`src/rtl/lal_count_driver.sv`:
```
// lal_count_driver
//   Holds the count field and the key pair that the combinational lal
//   next-state/compare logic evaluates. It runs a count from a start request
//   to a one-cycle done pulse. The count advances only while the sampled key
//   matches the key that was latched at start.
//
// Ports
//   clk      : clock; all state updates on the rising edge
//   rst_n    : asynchronous active-low reset
//   start    : run request, accepted only in IDLE (abort low)
//   abort    : cancel the current run (IDLE wins over start; ignored in DONE)
//   hold     : freeze counting in RUN
//   term     : terminal count, captured on start acceptance
//   key_ref  : reference key, captured on start acceptance
//   key_smp  : live sample key, compared every cycle
//   busy     : high while in RUN
//   done     : one-cycle pulse in DONE
//   count    : registered count value
//   match    : registered key_smp == key_ref_q
//   stall    : registered flag: last RUN edge held the count (hold or mismatch)
module lal_count_driver #(
  parameter int CNT_W = 9,
  parameter int KEY_W = 4
) (
  input  logic             clk,
  input  logic             rst_n,
  input  logic             start,
  input  logic             abort,
  input  logic             hold,
  input  logic [CNT_W-1:0] term,
  input  logic [KEY_W-1:0] key_ref,
  input  logic [KEY_W-1:0] key_smp,
  output logic             busy,
  output logic             done,
  output logic [CNT_W-1:0] count,
  output logic             match,
  output logic             stall
);

  localparam logic [1:0] IDLE = 2'd0;
  localparam logic [1:0] RUN  = 2'd1;
  localparam logic [1:0] DONE = 2'd2;

  logic [1:0]       state;
  logic [CNT_W-1:0] term_q;
  logic [KEY_W-1:0] key_ref_q;
  logic             at_term;
  logic             blocked;

  assign at_term = (count == term_q);
  assign blocked = hold || (key_smp != key_ref_q);

  // busy/done decode straight from the state register, so neither has a
  // combinational path from any input.
  assign busy = (state == RUN);
  assign done = (state == DONE);

  always_ff @(posedge clk or negedge rst_n) begin
    if (!rst_n) begin
      state     <= IDLE;
      count     <= '0;
      term_q    <= '0;
      key_ref_q <= '0;
      match     <= 1'b0;
      stall     <= 1'b0;
    end else begin
      // match uses the key_ref_q value held before this edge, even on the
      // edge that captures a new reference.
      match <= (key_smp == key_ref_q);
      stall <= 1'b0;
      case (state)
        IDLE: begin
          if (start && !abort) begin
            term_q    <= term;
            key_ref_q <= key_ref;
            count     <= '0;
            state     <= RUN;
          end
        end
        RUN: begin
          // Priority: abort, then terminal check, then stall, then advance.
          // The terminal check sitting above the stall is what lets DONE be
          // taken while hold is high.
          if (abort) begin
            state <= IDLE;
          end else if (at_term) begin
            state <= DONE;
          end else if (blocked) begin
            stall <= 1'b1;
          end else begin
            count <= count + CNT_W'(1);
          end
        end
        DONE: begin
          state <= IDLE;
        end
        default: begin
          state <= IDLE;
        end
      endcase
    end
  end

endmodule
```
`config.mk`:
```
export PLATFORM = sky130hd
export DESIGN_NAME = lal_count_driver
export DESIGN_NICKNAME = d
export VERILOG_FILES = /design/src/rtl/lal_count_driver.sv
export SDC_FILE = /design/constraint.sdc
export NUM_CORES = 1
export LEC_CHECK = 0
export BUFFER_PORTS_ARGS = -buffer_cell sky130_fd_sc_hd__buf_4
export CORE_MARGIN = 1
export CORE_UTILIZATION = 46
export DETAILED_ROUTE_END_ITERATION = 16
export GPL_ROUTABILITY_DRIVEN = 0
export HOLD_SLACK_MARGIN = 0.03
export PLACE_DENSITY = 0.71
export SLEW_MARGIN = 30
export SYNTH_ARGS = -nofsm -noshare
export SYNTH_HDL_FRONTEND = slang
export SYNTH_SLANG_ARGS = --single-unit
```
`constraint.sdc`:
```
create_clock -name clk -period 2.15 [get_ports clk]
set_input_delay 0 -clock clk [delete_from_list [all_inputs] [get_ports clk]]
set_output_delay 0 -clock clk [all_outputs]
set_load 0.005 [all_outputs]
```
Word level (Yosys, flattened, before mapping)
Index checks and enable logic that the tools add are counted.
{ "totals": {"ff_bits": 26, "inputBits": 22, "out_inout_bits": 13, "wordCells": 38} }
{ "op_classes": {"add_sub_neg": 1, "eq_ne": 10, "mux": 13, "n_reduce_logical": 8} }
{ "op_table": {"columns": ["op", "count"], "rows": [
  ["two-way mux 9 bit", 4],
  ["one-hot mux 9 bit (2 select lines)", 1],
  ["adder 9 x 1 -> 9 bit, second input constant", 1],
  ["equality test 9 bit", 1],
  ["!= test 2 bit, second input constant", 4],
  ["two-way mux 2 bit", 3],
  ["AND reduction 5 bit", 1],
  ["equality test 4 bit", 1],
  ["two-way mux 1 bit", 4],
  ["!= test 4 bit", 1],
  ["one-hot mux 2 bit (2 select lines)", 1],
  ["AND reduction 2 bit", 2],
  ["!= test 3 x 2 -> 1 bit, second input constant", 1],
  ["equality test 2 x 1 -> 1 bit, second input constant", 1],
  ["equality test 2 bit, second input constant", 1],
  ["zero test 2 bit", 1],
  ["nonzero test 2 bit", 1],
  ["logical AND 1 bit", 1],
  ["zero test 1 bit", 1],
  ["logical OR 1 bit", 1]
]} }

Depth between registers and ports, before layout
Gate-level depths: netlist of run 1.
{ "logic_depth": {"word_depth": 6, "ltp_mapped": 6, "ltp_nobuf": 5} }

Worst setup path after synthesis of run 1
OpenSTA, ideal clock, no wires.
{ "synth_timing": {"path_type": "register to register", "from": "register count[5]", "to": "register count[3]", "setup_ps": 126, "t_arrival_ps": 1630, "slack_ps": 394, "stages_incl_launch_ff": 6, "path_buffers": 0, "path_cell_list": "dfrtp_1 > xor2_1 > nor4_4 > nand4_4 > and3_1 > a311o_1"} }
{ "synth_between": {"elab_chain_len": 3} }
{ "synth_lines": {"columns": ["element", "line", "text"], "rows": [
  ["start, declared", "35", "output logic [CNT_W-1:0] count,"],
  ["start signal, assigned", "91", "count <= count + CNT_W'(1);"],
  ["equality test 9 bit", "50", "assign at_term = (count == term_q);"],
  ["!= test 2 bit (no source line)", null, null],
  ["AND reduction 5 bit (no source line)", null, null]
]} }
Every way passes these cells.
A chain may end at the register's enable or synchronous reset.

Final worst setup path of run 1
Ends and elaborated chain as after synthesis.

==> impl_metrics.py, run 1 <==
metrics = {
    "outcome": {
        "status": "finished clean",
    },
    "cts": {
        "cts_max_level": 1,
        "path_clk_slew_ns": 0.15,
        "cts_buffer_depth": 2,
        "clock_sinks": 26,
        "numCtsBuffers": 3,
        "cts_repair_resize_count": 0,
        "cts_root_buf": "clkbuf_4",
        "cts_setup_buffers": 0,
        "cts_tree": "done",
        "cts_hold_buf": 16,
        "insertion_delay_ns": 0.32,
    },
    "sta": {
        "slew_violations": 0,
        "timing.final.hold_violations": 0,
        "relSlewSlack": 0.6299,
        "fin_ws_ns": 0.2702,
        "clock_skew_ns": 0.01647,
        "rsz0062_at_grt": "no",
        "setup_tns_ns": 0,
        "worstMarginPinSlew_ns": 0.5535,
        "min_period_over_period": 0.8743,
        "setup_viol": 0,
        "fin_crit_ns": 1.880,
        "fmax_mhz": 532.0,
    },
    "floorplanning": {
        "chipWidth_um": 56.55,
        "start_util": 0.4921,
        "dieArea_um2": 3198,
        "io_pins": 35,
        "rows": 19,
        "coreArea_um2": 2781,
        "die_y_um": 56.55,
    },
    "placed_design": {
        "place_inst": 203,
        "place_ws_ns": 0.2781,
        "io_buffers": 34,
        "place_hpwl_um": 2186,
    },
    "logic_synthesis": {
        "netlist_instances": 140,
        "synth_seq_cells": 26,
        "syn_avg_cell_area_um2": 9.777,
        "ys_seq_area_frac": 0.4753,
        "async_flop_share": 1.000,
        "netlist_area_um2": 1369,
        "yosysWarnings": 0,
        "synth-edff-count": 0,
        "synth_flop_cell": "dfrtp_1",
        "synth_cell_types": 33,
        "synthesis.nets": 163,
    },
    "grt": {
        "grt_util_all_layers": 0.2262,
        "grt_max_degree": 27,
        "antenna_found_initial": 0,
        "grt_pass1_wl_um": 5789,
        "grt-ovfl-total": 0,
        "grt_pass1_vias": 1274,
    },
    "power_and_ir_drop": {
        "leakage_nw": 0.9812,
        "pwr-share-clk": 0.278,
        "comb_power_share": 0.225,
        "switching_share": 0.2751,
        "ir_drop_mv": 0.4820,
        "p_per_area_nw_per_um2": 636.2,
        "power.switching_mw": 0.3300,
        "p_int_mw": 0.8696,
        "seq_power_share": 0.496,
    },
    "drt": {
        "drc_errors": 0,
        "viasPerCell": 5.386,
        "wl_per_cell_um": 14.26,
        "drtAntennaViolNets": 0,
        "drtIter0Drc": 24,
        "first_pass_iters": 4,
        "wirelength_um": 3179,
        "vias": 1201,
    },
    "critical_path": {
        "worstSetupPathType": "flop to flop",
        "critPathLaunchType": "flop",
        "crit_path_max_fanout": 10,
        "crit_required_ns": 2.36,
        "crit_arrival_ns": 2.09,
        "end_kind": "flop",
    },
    "layout": {
        "n_antenna_cell": 0,
        "drive_gt1_frac": 0.2708,
        "fillCellCount": 205,
        "syn2layout_area_growth_pct": 37.75,
        "fin_nets": 216,
        "stdcell_count": 223,
    },
    "job": {
        "maxCapViolations": 0,
    },
    "worst_hold_path": {
        "hold_path_class": "input port to flop",
    },
}
[registers in the layout, indices dropped and copies added (netlist names)]
signal / count
stall: 1
count: 9
key_ref_q: 4
state: 2
term_q: 9
match: 1
[power by group through the flow]
| stage | Clock (mW) | Combinational (mW) | Sequential, mW |
|---|---|---|---|
| after floorplan | 0 | 0.163 | 0.595 |
| after global placement | 0 | 0.240 | 0.603 |
| after detailed placement | 0 | 0.246 | 0.605 |
| after CTS | 0.340 | 0.273 | 0.595 |
| after global routing | 0.356 | 0.305 | 0.606 |
| final | 0.334 | 0.270 | 0.595 |
[path summary, 6_finish.rpt]
path	endpoint	from	depth (start not counted)	slack (ns)
max in group asynchronous	count[0]	rst_n	2	1.78
setup reg to reg	count[3]	count[5]	5	0.27
hold reg to reg	term_q[6]	term_q[6]	2	0.52
min in group asynchronous	stall	rst_n	2	0.10
setup / recovery	count[3]	count[5]	5	0.27
hold / removal	state[1]	abort	4	0.05
[kinds of logic (layout without fill, tap and decap cells)]
kind of cell | count (synthesis) | in the layout | synth area share
xor+xnor | 13 | 13 | 0.08318
compound gates | 13 | 13 | 0.09507
flops | 26 | 26 | 0.4753
mux | 3 | 3 | 0.02194
fa+ha+maj | 1 | 1 | 0.009139
buf+inv | 6 | 58 | 0.01920
simple gates | 78 | 78 | 0.2962
[Yosys cell counts (2+ instances only)]
master     n  area, um^2
nand2_1   51       191.4
dfrtp_1   26       650.6
xor2_1    11       96.34
and3_1     5       31.28
clkbuf_1   5       18.77
a311o_1    3       30.03
mux2i_1    3       30.03
nor2_1     3       11.26
a41o_2     2       22.52
nand3_1    2       10.01
nand4_1    2       12.51
nor2b_1    2       12.51
nor3_1     2       10.01
o21ai_0    2       10.01
o41ai_2    2       32.53
xnor2_1    2       17.52
[placed cells by master (no fill, tap or decap), types with 2 or more instances in the layout]
cell type,n
and3_1,5
clkbuf_4,3
o41ai_2,2
nand2_1,51
o21ai_0,2
xor2_1,11
nand4_1,2
nand3_1,2
nor3_1,2
nor2b_1,2
a41o_2,2
dlygate4sd3_1,16
mux2i_1,3
buf_4,38
dfrtp_1,26
a311o_1,3
nor2_1,3
xnor2_1,2
[stage by stage]
stage	instance area (um^2)	utilization	power [mW]	hold slack, ns
after CTS	1886	0.6779	1.209	0.05358
after global placement	1673	0.6014	0.8426	-0.07324
after global routing	1886	0.6779	1.268	0.09361
after detailed placement	1673	0.6014	0.8509	-0.07332
after floorplan	1369	-	0.7579	-0.2956
final	1886	0.6779	1.200	0.05303
[area by class of cell]
cell class              instances  area (um^2)  area share
well taps                      31        38.79     0.02057
repair buffers                 54        445.4      0.2362
clock inverters                 1        30.03     0.01593
multi-input cells             108        698.2      0.3703
clock buffers                   3        22.52     0.01194
flip-flops and latches         26        650.6      0.3451
[per-layer routing]
| layer | vias to the layer above | track usage | routed length [um] |
|---|---|---|---|
| li1 | 588 | - | - |
| met3 | 2 | 0.03456 | 129 |
| met4 | 0 | 0.06969 | 16 |
| met5 | - | 0 | 0 |
| met1 | 572 | 0.3096 | 1544 |
| met2 | 39 | 0.3681 | 1489 |
[worst max-delay path: stages (launching register included)]
cell and delay (ns):
dfrtp_1 0.49, xor2_1 0.22, nor4_4 0.31, nand4_4 0.21, and3_1 0.23, a311o_1 0.32
Power figures use the tool's default switching activity.
==> run 2, diff against run 1 <==
--- a/config.mk
+++ b/config.mk
@@ -7,11 +7,11 @@
 export LEC_CHECK = 0
 export BUFFER_PORTS_ARGS = -buffer_cell sky130_fd_sc_hd__buf_4
 export CORE_MARGIN = 1
-export CORE_UTILIZATION = 46
+export CORE_UTILIZATION = 52
 export DETAILED_ROUTE_END_ITERATION = 16
 export GPL_ROUTABILITY_DRIVEN = 0
 export HOLD_SLACK_MARGIN = 0.03
-export PLACE_DENSITY = 0.71
+export PLACE_DENSITY = 0.79
 export SLEW_MARGIN = 30
 export SYNTH_ARGS = -nofsm -noshare
 export SYNTH_HDL_FRONTEND = slang
==> impl_metrics.py, run 2 (synthesis results as in run 1) <==
metrics = {
    "critical_path": {
        "endpoint": "term_q[4]",
        "setup.worst_path.start": "state[1]",
        "worstSetupPathType": "flop to flop",
        "r2r_start": "state[1]",
        "critPathLaunchType": "flop",
        "end_kind": "flop",
        "r2r_end": "term_q[4]",
        "crit_required_ns": 2.42,
        "rr_worst_depth": 4,
        "crit_arrival_ns": 2.16,
        "regToRegSetupSlack_ns": 0.26,
        "crit_path_max_fanout": 5,
    },
    "sta": {
        "worstMarginPinSlew_ns": 0.7089,
        "setup_viol": 0,
        "fin_crit_ns": 1.892,
        "timing.final.hold_violations": 0,
        "fmax_mhz": 528.5,
        "relSlewSlack": 0.5261,
        "clock_skew_ns": 0.004549,
        "setup_tns_ns": 0,
        "rsz0062_at_grt": "no",
        "min_period_over_period": 0.8801,
        "slew_violations": 0,
    },
    "grt": {
        "grt_pass1_vias": 1210,
        "grt_max_degree": 27,
        "grt_util_all_layers": 0.2872,
        "grt_pass1_wl_um": 5664,
        "antenna_found_initial": 0,
        "grt-ovfl-total": 0,
    },
    "cts": {
        "insertion_delay_ns": 0.32,
        "cts_max_level": 1,
        "cts_buffer_depth": 2,
        "numCtsBuffers": 3,
        "cts_repair_resize_count": 0,
        "cts_tree": "done",
        "path_clk_slew_ns": 0.13,
        "cts_root_buf": "clkbuf_4",
        "clock_sinks": 26,
    },
    "power_and_ir_drop": {
        "leakage_nw": 0.9825,
        "ir_drop_mv": 0.5297,
        "p_per_area_nw_per_um2": 571.1,
    },
    "layout": {
        "fin_nets": 221,
        "layout_common_cells": "nand2_1 (51), buf_4 (40), dfrtp_1 (26)",
        "final_common_cell": "nand2_1",
        "design_area_um2": 1899,
        "reg_top3": "count x9, term_q x9, key_ref_q x4",
        "n_antenna_cell": 0,
        "fillCellCount": 168,
        "syn2layout_area_growth_pct": 38.76,
        "drive_gt1_frac": 0.2704,
    },
    "floorplanning": {
        "dieArea_um2": 2841,
        "rows": 18,
        "start_util": 0.5525,
        "io_pins": 35,
        "chipWidth_um": 53.31,
        "die_y_um": 53.31,
        "coreArea_um2": 2477,
    },
    "drt": {
        "drtIter0Drc": 35,
        "vias": 1244,
        "drtAntennaViolNets": 0,
        "wl_per_cell_um": 15.67,
        "drc_errors": 0,
        "viasPerCell": 5.504,
        "first_pass_iters": 4,
        "wirelength_um": 3542,
    },
    "worst_hold_path": {
        "hold_path_class": "input port to flop",
        "hp-start": "abort",
    },
    "placed_design": {
        "dpl-instance-area_um2": 1687,
        "place_hpwl_um": 2324,
        "io_buffers": 34,
    },
    "job": {
        "maxCapViolations": 0,
    },
    "outcome": {
        "status": "finished clean",
    },
}
-- run 2: area by class of cell --
cell class                      count  area, um^2  share of cell area
Multi-Input combinational cell    108       698.2              0.3676
Sequential cell                    26       650.6              0.3426
Clock buffer                        3       22.52             0.01186
Tap cell                           30       37.54             0.01976
Timing Repair Buffer               59       490.5              0.2582
-- run 2: metrics by stage --
stage / instances / hold WS (ns) / power [mW] / worst slack (ns) / util
after floorplan: 140 / -0.2956 / 0.7579 / 0.3940 / -
after global placement: 204 / -0.07954 / 0.8433 / 0.3647 / 0.6808
after detailed placement: 204 / -0.07362 / 0.8571 / 0.2835 / 0.6808
after CTS: 226 / 0.05159 / 1.083 / 0.2693 / 0.7667
after global routing: 226 / 0.07494 / 1.148 / 0.1524 / 0.7667
final: 226 / 0.04779 / 1.085 / 0.2578 / 0.7667
-- run 2: power by group --
part           internal [mW]  leakage (nW)  switching [mW]  total [mW]
combinational          0.137         0.628           0.148       0.284
clock                 0.0658        0.0138           0.138       0.203
sequential             0.550         0.341          0.0473       0.597
-- run 2: per-layer routing --
metal | up-vias | track usage | wire (um)
met2 | 51 | 0.4750 | 1730
met1 | 590 | 0.3515 | 1526
li1 | 594 | - | -
met5 | - | 0 | 0
met4 | 0 | 0.1623 | 95
met3 | 9 | 0.04310 | 189
-- run 2: timing repair --
item	4_1_cts	5_1_grt
endpoints found under the hold margin	40	0
setup buffers	0	0
hold buffers	19	0
-- run 2: critical path, stage by stage (launching register included) --
cell           delay, ns
dfrtp_1             0.43
nor4b_2             0.65
nand2_1             0.12
dlygate4sd3_1       0.57
nand2_1             0.06
-- run 2: worst min path at each step --
stage	to	cells after the start
2_1_floorplan	count[0]	0
3_3_place_gp	term_q[6]	1
3_5_place_dp	term_q[6]	1
4_1_cts	state[1]	4
5_1_grt	state[1]	4
6_report	state[1]	4
==> run 3, diff against run 2 <==
--- a/config.mk
+++ b/config.mk
@@ -7,11 +7,11 @@
 export LEC_CHECK = 0
 export BUFFER_PORTS_ARGS = -buffer_cell sky130_fd_sc_hd__buf_4
 export CORE_MARGIN = 1
-export CORE_UTILIZATION = 52
+export CORE_UTILIZATION = 45
 export DETAILED_ROUTE_END_ITERATION = 16
 export GPL_ROUTABILITY_DRIVEN = 0
 export HOLD_SLACK_MARGIN = 0.03
-export PLACE_DENSITY = 0.79
+export PLACE_DENSITY = 0.69
 export SLEW_MARGIN = 30
 export SYNTH_ARGS = -nofsm -noshare
 export SYNTH_HDL_FRONTEND = slang
==> impl_metrics.py, run 3 (synthesis results as in run 1) <==
metrics = {
    "layout": {
        "reg_top3": "count x9, term_q x9, key_ref_q x4",
        "drive_gt1_frac": 0.2656,
        "fillCellCount": 224,
        "design_area_um2": 1888,
        "layout_common_cells": "nand2_1 (51), buf_4 (37), dfrtp_1 (26)",
        "syn2layout_area_growth_pct": 37.93,
        "stdcell_count": 223,
        "final_common_cell": "nand2_1",
        "final-seq-area_um2": 650.6,
        "multi_input_area_um2": 698.2,
        "fin_nets": 216,
        "n_antenna_cell": 0,
    },
    "cts": {
        "insertion_delay_ns": 0.32,
        "cts_max_level": 1,
        "clock_sinks": 26,
        "cts_repair_resize_count": 0,
        "cts_root_buf": "clkbuf_4",
        "numCtsBuffers": 3,
        "cts_setup_buffers": 0,
        "path_clk_slew_ns": 0.14,
        "cts_tree": "done",
        "cts_hold_buf": 17,
        "cts_buffer_depth": 2,
    },
    "critical_path": {
        "worstSetupPathType": "flop to flop",
        "crit_path_max_fanout": 10,
        "cpMaxStageDelayCell": "dfrtp_1",
        "critPathLaunchType": "flop",
        "slowest_delay_ns": 0.50,
        "end_kind": "flop",
        "crit_required_ns": 2.37,
        "crit_arrival_ns": 2.11,
        "worstPathCellList": "xor2_1 > nor4_4 > nand4_4 > and3_1 > a311o_1",
    },
    "placed_design": {
        "dpl-instance-area_um2": 1665,
        "place_inst": 202,
        "io_buffers": 34,
        "place_hpwl_um": 2173,
    },
    "floorplanning": {
        "die_y_um": 57.15,
        "dieArea_um2": 3266,
        "coreArea_um2": 2829,
        "rows": 19,
        "chipWidth_um": 57.15,
        "start_util": 0.4839,
        "io_pins": 35,
    },
    "sta": {
        "rsz0062_at_grt": "no",
        "slew_violations": 0,
        "clock_skew_ns": 0.005865,
        "min_period_over_period": 0.8801,
        "setup_viol": 0,
        "worstMarginPinSlew_ns": 0.5695,
        "relSlewSlack": 0.6195,
        "setup_tns_ns": 0,
        "timing.final.hold_violations": 0,
        "fin_crit_ns": 1.892,
        "fmax_mhz": 528.5,
        "hold_slack_ns": 0.1040,
    },
    "grt": {
        "grt_pass1_wl_um": 5395,
        "grt_util_all_layers": 0.2155,
        "antenna_found_initial": 0,
        "grt_max_degree": 27,
        "grt-ovfl-total": 0,
        "grt_pass1_vias": 1203,
    },
    "power_and_ir_drop": {
        "ir_drop_mv": 0.5100,
        "pwr-share-clk": 0.278,
        "switching_share": 0.2756,
        "p_int_mw": 0.8710,
        "seq_power_share": 0.495,
        "leakage_nw": 0.9799,
        "p_per_area_nw_per_um2": 636.8,
        "comb_power_share": 0.227,
        "power.switching_mw": 0.3314,
        "total_power_mw": 1.202,
    },
    "drt": {
        "wirelength_um": 3229,
        "viasPerCell": 5.377,
        "drtAntennaViolNets": 0,
        "wl_per_cell_um": 14.48,
        "drtIter0Drc": 38,
        "drc_errors": 2,
        "vias": 1199,
        "first_pass_iters": 10,
    },
    "job": {
        "maxCapViolations": 0,
    },
    "outcome": {
        "violations": "design-rule violations",
        "status": "finished with violations",
    },
    "worst_hold_path": {
        "hold_path_class": "input port to asynchronous set/reset pin",
    },
}
==> run 3: changes by cell type in the layout (fill, tap and decap cells not counted), sizes merged <==
| cell | before | now |
|---|---|---|
| buf | 40 | 37 |
| dlygate4sd3 | 19 | 17 |
| bufinv | 0 | 1 |
==> run 3: per-stage QoR <==
| stage | worst slack, ns | utilization |
|---|---|---|
| 6_report | 0.2578 | 0.6674 |
| 5_1_grt | 0.1737 | 0.6674 |
| 4_1_cts | 0.2542 | 0.6674 |
| 3_5_place_dp | 0.2633 | 0.5887 |
| 3_3_place_gp | 0.3581 | 0.5887 |
| 2_1_floorplan | 0.3940 | - |
==> run 3: path summary, 6_finish.rpt <==
| path | from | end | slack (ns) | depth (start not counted) |
|---|---|---|---|---|
| min | rst_n | count[3] | 0.10 | 2 |
| max reg2reg | count[5] | count[6] | 0.26 | 5 |
| max in group asynchronous | rst_n | count[5] | 1.79 | 2 |
| min reg2reg | term_q[8] | term_q[8] | 0.51 | 2 |
| min in group clk | start | state[0] | 0.15 | 4 |
| max | count[5] | count[6] | 0.26 | 5 |
==> run 3: area by class of cell <==
class	count	area share
clock buffer	3	0.01193
clock inverter	1	0.01590
multi-input combinational	108	0.3698
sequential	26	0.3446
tap	31	0.02054
timing repair buffer	54	0.2372
==> run 3: critical path, delay by kind of cell (launching register included) <==
kind / cells / cell delay (ns)
AND/OR/NAND/NOR: 3 / 0.76
XOR/XNOR: 1 / 0.22
flip-flops: 1 / 0.50
AO/OA/AOI/OAI: 1 / 0.32
==> run 3: routing by layer <==
metal | vias up | wire, um | track usage
met5 | - | 0 | 0
met1 | 572 | 1412 | 0.2784
met2 | 34 | 1661 | 0.3630
li1 | 585 | - | -
met3 | 8 | 98 | 0.02721
met4 | 0 | 57 | 0.09756
==> run 3: power groups by stage <==
stage                     Clock, mW  Combinational (mW)  Sequential (mW)
after global placement            0               0.240            0.603
after CTS                     0.349               0.274            0.595
after global routing          0.372               0.299            0.603
after floorplan                   0               0.163            0.595
final                         0.334               0.273            0.595
after detailed placement          0               0.248            0.604
